$ cat src/rtl/error_frame_ctrl.sv
// rtl/error_frame_ctrl.sv - error flag / delimiter / intermission sequencer; err_cnt present only with ERR_FRAME_CNT_EN
module error_frame_ctrl #(
    parameter int FLAG_LEN  = 6,
    parameter int DELIM_LEN = 8,
    parameter int IFS_LEN   = 3
) (
    input  logic       SP,
    input  logic       reset,
    input  logic       RX,
    input  logic       bit_err,
    input  logic       stuff_err,
    input  logic       form_err,
    input  logic       ack_err,
    input  logic       crc_err,
    output logic       tx_dominant,
    output logic [2:0] err_code,
    output logic       chk_reset,
    output logic       busy,
    output logic [7:0] err_cnt
);

    localparam int DOM_LIMIT = 14;
    localparam int MAX_A     = (FLAG_LEN > DELIM_LEN) ? FLAG_LEN : DELIM_LEN;
    localparam int MAX_B     = (MAX_A > DOM_LIMIT) ? MAX_A : DOM_LIMIT;
    localparam int CNT_MAX   = (MAX_B > IFS_LEN) ? MAX_B : IFS_LEN;
    localparam int CNT_W     = $clog2(CNT_MAX + 1);

    // The recessive bit that ends DWAIT is delimiter bit 1, so DELIM itself
    // only sees DELIM_LEN-1 bits.
    localparam logic [CNT_W-1:0] FLAG_LAST  = CNT_W'(FLAG_LEN - 1);
    localparam logic [CNT_W-1:0] DOM_LAST   = CNT_W'(DOM_LIMIT - 1);
    localparam logic [CNT_W-1:0] DELIM_LAST = CNT_W'((DELIM_LEN >= 2) ? DELIM_LEN - 2 : 0);
    localparam logic [CNT_W-1:0] IFS_LAST   = CNT_W'(IFS_LEN - 1);

    localparam logic [2:0] CODE_NONE  = 3'd0;
    localparam logic [2:0] CODE_BIT   = 3'd1;
    localparam logic [2:0] CODE_STUFF = 3'd2;
    localparam logic [2:0] CODE_FORM  = 3'd3;
    localparam logic [2:0] CODE_ACK   = 3'd4;
    localparam logic [2:0] CODE_CRC   = 3'd5;

    typedef enum logic [2:0] {
        S_IDLE,
        S_FLAG,
        S_DWAIT,
        S_DELIM,
        S_IFS
    } state_e;

    state_e           state_q, state_d;
    logic [CNT_W-1:0] cnt_q, cnt_d;
    logic [2:0]       code_q, code_d;
    logic             chk_q, chk_d;
    logic             any_err;

    assign any_err = bit_err | stuff_err | form_err | ack_err | crc_err;

    always_comb begin
        state_d = state_q;
        code_d  = code_q;
        chk_d   = 1'b0;
        cnt_d   = cnt_q + CNT_W'(1);

        case (state_q)
            S_IDLE: begin
                if (any_err) begin
                    state_d = S_FLAG;
                    chk_d   = 1'b1;
                    if (bit_err)        code_d = CODE_BIT;
                    else if (stuff_err) code_d = CODE_STUFF;
                    else if (form_err)  code_d = CODE_FORM;
                    else if (ack_err)   code_d = CODE_ACK;
                    else                code_d = CODE_CRC;
                end
            end
            S_FLAG: begin
                if (cnt_q == FLAG_LAST) state_d = S_DWAIT;
            end
            S_DWAIT: begin
                if (RX) begin
                    state_d = (DELIM_LEN >= 2) ? S_DELIM : S_IFS;
                end else if (cnt_q == DOM_LAST) begin
                    state_d = S_FLAG;
                    code_d  = CODE_FORM;
                    chk_d   = 1'b1;
                end
            end
            S_DELIM: begin
                if (!RX) begin
                    state_d = S_FLAG;
                    code_d  = CODE_FORM;
                    chk_d   = 1'b1;
                end else if (cnt_q == DELIM_LAST) begin
                    state_d = S_IFS;
                end
            end
            S_IFS: begin
                // A dominant last bit is a new SOF and ends the frame just the same.
                if (cnt_q == IFS_LAST) begin
                    state_d = S_IDLE;
                    code_d  = CODE_NONE;
                end else if (!RX) begin
                    state_d = S_FLAG;
                    code_d  = CODE_FORM;
                    chk_d   = 1'b1;
                end
            end
            default: begin
                state_d = S_IDLE;
                code_d  = CODE_NONE;
            end
        endcase

        if (state_d != state_q || state_q == S_IDLE) cnt_d = '0;
    end

    always_ff @(posedge SP) begin
        if (reset) begin
            state_q <= S_IDLE;
            cnt_q   <= '0;
            code_q  <= CODE_NONE;
            chk_q   <= 1'b1;
        end else begin
            state_q <= state_d;
            cnt_q   <= cnt_d;
            code_q  <= code_d;
            chk_q   <= chk_d;
        end
    end

`ifdef ERR_FRAME_CNT_EN
    logic [7:0] err_cnt_q;

    // chk_d fires exactly once per error frame started, whatever its cause.
    always_ff @(posedge SP) begin
        if (reset) begin
            err_cnt_q <= 8'd0;
        end else if (chk_d && err_cnt_q != 8'hFF) begin
            err_cnt_q <= err_cnt_q + 8'd1;
        end
    end

    assign err_cnt = err_cnt_q;
`else
    assign err_cnt = 8'd0;
`endif

    assign tx_dominant = (state_q == S_FLAG);
    assign busy        = (state_q != S_IDLE);
    assign err_code    = code_q;
    assign chk_reset   = chk_q;

endmodule

$ cat config.mk
export PLATFORM = sky130hd
export DESIGN_NAME = error_frame_ctrl
export DESIGN_NICKNAME = d
export VERILOG_FILES = /design/src/rtl/error_frame_ctrl.sv
export SDC_FILE = /design/constraint.sdc
export NUM_CORES = 1
export LEC_CHECK = 0
export ABC_AREA = 1
export BUFFER_PORTS_ARGS = -buffer_cell sky130_fd_sc_hd__buf_2
export CAP_MARGIN = 10
export CORE_AREA = 2 2 40 46
export CTS_BUF_LIST = sky130_fd_sc_hd__clkbuf_4 sky130_fd_sc_hd__clkbuf_8 sky130_fd_sc_hd__clkbuf_16
export DETAILED_ROUTE_END_ITERATION = 16
export DIE_AREA = 0 0 42 48
export PLACE_DENSITY = 0.79
export SLEW_MARGIN = 20
export SYNTH_ARGS = -nofsm -noshare
export SYNTH_HDL_FRONTEND = slang
export SYNTH_SLANG_ARGS = --single-unit
$ cat constraint.sdc
create_clock -name SP -period 2.7 [get_ports SP]
set_clock_uncertainty 0.05 [all_clocks]
set_input_delay 0.27 -clock SP [delete_from_list [all_inputs] [get_ports SP]]
set_output_delay 0.27 -clock SP [all_outputs]
set_load 0.02 [all_outputs]
# Word-level counts from Yosys, hierarchy flattened
# Cells that the tools add are included.
dict set report totals {
  register_bits 11
  inputBits 8
  output_inout_bits 14
  elab_cells 52
}
dict set report op_classes {
  n_addsub 1
  n_eq_ne 12
  muxes 25
  bitwise_logic 5
  reduce_logical 5
}
# operator n
set ops {}
lappend ops {{$mux 3} 16}
lappend ops {{$pmux 3 s5} 2}
lappend ops {{$eq 4x3->1 const B} 2}
lappend ops {{$eq 3x2->1 const B} 2}
lappend ops {{$mux 1} 6}
lappend ops {{$ne 2x2->1 const B} 3}
lappend ops {{$add 4x1->4 const B} 1}
lappend ops {{$eq 4x2->1 const B} 1}
lappend ops {{$eq 4x4->1 const B} 1}
lappend ops {{$or 1x1->1} 4}
lappend ops {{$pmux 1 s4} 1}
lappend ops {{$reduce_and 4->1} 1}
lappend ops {{$eq 3x1->1 const B} 1}
lappend ops {{$eq 3x3->1 const B} 1}
lappend ops {{$logic_not 3->1} 1}
lappend ops {{$ne 3x3->1} 1}
lappend ops {{$reduce_bool 3->1} 1}
lappend ops {{$reduce_or 2->1} 1}
lappend ops {{$logic_or 1x1->1} 1}
lappend ops {{$not 1->1} 1}

# Logic depth before layout (Yosys ltp)
dict set report depth {
  word_depth 9
  ltp_mapped 12
  depth_no_buf 12
}

# Worst setup path before layout
# Ideal clock, no wire load.
dict set report synth_timing {
  kind {flip-flop to flip-flop}
  start {reg state_q[2]}
  end {reg cnt_q[0]}
  setup_ns 0.064
  t_arrival_ns 1.275
  required_ns 2.586
  setup_slack_ns 1.311
  path_stages_with_launch 10
  path_buffers 0
  synth_period_minus_slack_ns 1.389
  path_cell_list {dfxtp_1 > inv_2 > nand2_2 > nor2_2 > nand2_1 > nand4_1 > nand3_1 > nor2_2 > nand2_2 > nor2_1}
}
dict set report synth_between {
  word_cells_on_any_way 17
  classes_between {5 x eq/ne; 9 x mux; 3 x reduce/logical}
}
# item line
set synth_rtl {}
lappend synth_rtl {{from (decl)} 50} ;# state_e state_q, state_d;
lappend synth_rtl {{from (signal assigned)} 124} ;# state_q <= state_d;
lappend synth_rtl {{$eq 3x1->1} n/a}
lappend synth_rtl {{via tx_dominant} 15} ;# output logic tx_dominant,
lappend synth_rtl {{$pmux 3 s5} 64} ;# case (state_q)
lappend synth_rtl {{$ne 3x3->1} 114} ;# if (state_d != state_q || state_q == S_IDLE) cnt_d = '0;
lappend synth_rtl {{$logic_or 1x1->1} 114}
lappend synth_rtl {{$reduce_or 2->1 (no line)} n/a}
lappend synth_rtl {{to (signal assigned)} 125} ;# cnt_q <= cnt_d;
lappend synth_rtl {{to (decl)} 51} ;# logic [CNT_W-1:0] cnt_q, cnt_d;
# The timed path passes the listed nets, and every way through them passes these cells.
# A chain may end at the register's enable or synchronous reset.

# Final worst setup path
dict set report layout_timing {
  start {reg cnt_q[0]}
  end {reg code_q[2], in the netlist err_code[2]}
}
dict set report layout_between {
  elab_chain_cells 3
  word_cells_on_any_way 6
  classes_between {3 x eq/ne; 2 x mux; 1 x reduce/logical}
}
# item line
set layout_lines {}
lappend layout_lines {{$eq 4x2->1 or $eq 4x4->1 (tied branches)} {99, 82}}
lappend layout_lines {{$mux 3 or $ne 2x2->1 (tied branches)} n/a}
lappend layout_lines {{$pmux 3 s5 or $reduce_and 4->1 (tied branches)} n/a}
lappend layout_lines {{to (signal assigned)} 126} ;# code_q <= code_d;
lappend layout_lines {{to (decl)} 52} ;# logic [2:0] code_q, code_d;
# Several ways; a longest one is shown, not always the timed one.

==> flow_summary.yaml <==
final_layout:
  drive_gt1_share_pct: 21.3
  stdcell_count: 158
  multiInputGateArea_sq_um: 472
  antenna_cells: 0
  nFillCells: 170
  syn_to_final_growth_pct: 9.84
  postLayoutCellArea_sq_um: 880
  regArea_sq_um: 220
  layout.nets: 153
timing:
  rsz0062_at_grt: "false"
  drv_slew: 0
  setup_violations: 0
  final.setup.tns_ps: 0
  fmax_mhz: 626
  min_period_over_period_pct: 59.2
  finalHoldViolations: 0
  min_period_ps: 1600
flow_run:
  maxCapViolations: 0
synthesis:
  ys_top_cells_by_area: "dfxtp_1, nand2_1, nand3_1, buf_4, inv_1"
  yosysWarningCount: 0
  yosysSeqAreaShare_pct: 27.5
  synth_area_sq_um: 801
  synth-seq-cells: 11
  synth_area_leader_cell: "dfxtp_1"
  syn_inst: 126
  synth_top_area_share_pct: 27.5
  synth_cell_types: 23
  avgSynthCellArea_sq_um: 6.36
clocking:
  clkLatencyLatePin_ps: 260
  cts_root_buf: "clkbuf_4"
  ctsLongestPathBuffers: 2
  clock_sinks: 11
  cts_setup_buffers: 0
  cts_buffers: 3
  cts_tree: "yes"
  clk_pin_slew_ps: 60
  hold_buffers: 0
  cts.htree.levels: 1
  cts-resized-gates: 0
pwr:
  intPower_uw: 259
  ir_drop_uv: 269
  power_density_nw_per_um2: 417
  power_frac_seq_pct: 47.2
  p_leak_uw: 0.000460
  power_switching_uw: 109
  p_comb_share_pct: 21.3
  switching_share_pct: 29.6
  p_clk_share_pct: 31.5
global_route:
  grt_max_degree: 9
  grt_busiest_layer: "met2"
  use_met2_pct: 30.6
  track_usage_pct: 18.8
  grt_pass1_wl_um: 2900
  globalRouteMet3Util_pct: 3.40
  grt_util_met1_pct: 25.3
  grt_overflow: 0
  grt_pass1_vias: 670
  antenna_found_initial: 0
place:
  portBuffers: 13
  gp_routability_congestion: 0.862
  place_area_sq_um: 850
  dp_hpwl_um: 1410
  dp_cells: 154
drt:
  wire_per_inst_um: 11.1
  drt_iter0_markers: 20
  drc: 0
  drt_wl_total_um: 1760
  vias_per_cell: 5.03
  drtPass1Iterations: 4
  via_count: 794
  ant_nets: 0
floorplanning:
  io_pins: 22
  die_w_um: 42
  die-area_sq_um: 2020
  die_h_um: 48
  num_rows: 15
  core_area_sq_um: 1520
  initial_utilization_pct: 52.7
worst_setup_path:
  critical_path_arrival_ps: 1750
  cp_max_fo: 5
  required_ps: 2850
  critPathLaunchType: "register"
  worst-setup-path-type: "reg2reg"
  endpoint_kind: "register"
status:
  outcome: "complete, no violations"
hold_path:
  hp-class: "in2reg"
layer usage:
| metal | up-vias | part of all wire (%) |
|---|---|---|
| li1 | 409 | - |
| met1 | 349 | 45 |
| met2 | 32 | 48 |
| met3 | 4 | 5.8 |
| met4 | 0 | 1.3 |
| met5 | - | 0 |
kinds of logic (layout without fill, tap and decap cells):
kind of cell    Yosys count  count (layout)  share of synthesized area [%]
flops                    11              11                           27.5
xor+xnor                  2               2                           2.19
buf+inv                  28              36                           16.9
simple gates             64              64                           35.6
fa+ha+maj                 3               3                           4.69
other cells               1               8                          0.468
compound gates           17              17                           12.7
cell usage in the layout, fill, tap and decap left out:
cell type and count:
xnor2_1 1, nor2_2 4, nor2_1 15, nand3_1 12, o21ai_0 6, xor2_1 1
clkbuf_4 4, nor2_4 1, a211o_1 1, a21oi_2 1, inv_1 16, a31oi_1 1
ha_1 3, o21ai_1 1, a21oi_1 6, o211ai_2 1, buf_2 13, conb_1 8
nand2_1 27, inv_2 3, nand4_1 2, dfxtp_1 11, nand2_2 3
power by group through the flow:
stage | Clock (uW) | Combinational (uW) | Sequential, uW
final | 116 | 78.2 | 173
after detailed placement | 0 | 77.4 | 177
after CTS | 118 | 78.4 | 173
after global routing | 124 | 87.9 | 174
after floorplan | 0 | 61.6 | 180
after global placement | 0 | 76.2 | 176
area by class of cell:
| cell class | count | area share, % |
|---|---|---|
| inverters | 19 | 8.11 |
| well taps | 17 | 2.42 |
| multi-input cells | 94 | 53.6 |
| clock buffers | 4 | 3.41 |
| repair buffers | 13 | 7.40 |
| flip-flops and latches | 11 | 25.0 |
cells in the mapped netlist:
master / n
nand2_1: 27
inv_1: 16
nor2_1: 15
nand3_1: 12
dfxtp_1: 11
buf_4: 8
a21oi_1: 6
o21ai_0: 6
nor2_2: 4
ha_1: 3
inv_2: 3
nand2_2: 3
nand4_1: 2
a211o_1: 1
a21oi_2: 1
a31oi_1: 1
buf_1: 1
conb_1: 1
nor2_4: 1
o211ai_2: 1
o21ai_1: 1
xnor2_1: 1
xor2_1: 1
state kept, by name, summed over array words and instances, names as in the netlist:
signal	flops
chk_reset	1
err_code	3
state_q	3
cnt_q	4
through the flow:
step	utilization [%]	hold slack (ps)	power, uW	setup WS, ps
6_report	57.9	230	367	1100
5_1_grt	57.9	238	385	923
4_1_cts	57.9	225	369	1090
3_5_place_dp	55.9	424	254	1130
3_3_place_gp	55.9	411	253	1160
2_1_floorplan	-	394	242	1310
worst max-delay path: stages (launching register included):
cell	delay, ps
dfxtp_1	400
ha_1	200
nand3_1	110
o21ai_1	290
o211ai_2	190
inv_2	110
nand2_1	60
a21oi_1	120
final timing paths:
kind | to | slack [ps] | startpoint | depth (start not counted)
min | err_code[1]$_SDFFE_PP0P_ | 230 | reset | 2
max reg2reg | err_code[2]$_SDFFE_PP0P_ | 1100 | cnt_q[0]$_SDFF_PP0_ | 7
max | err_code[2]$_SDFFE_PP0P_ | 1100 | cnt_q[0]$_SDFF_PP0_ | 7
min reg2reg | cnt_q[0]$_SDFF_PP0_ | 440 | cnt_q[0]$_SDFF_PP0_ | 1
Note: power is estimated with default switching activity, not from simulation.
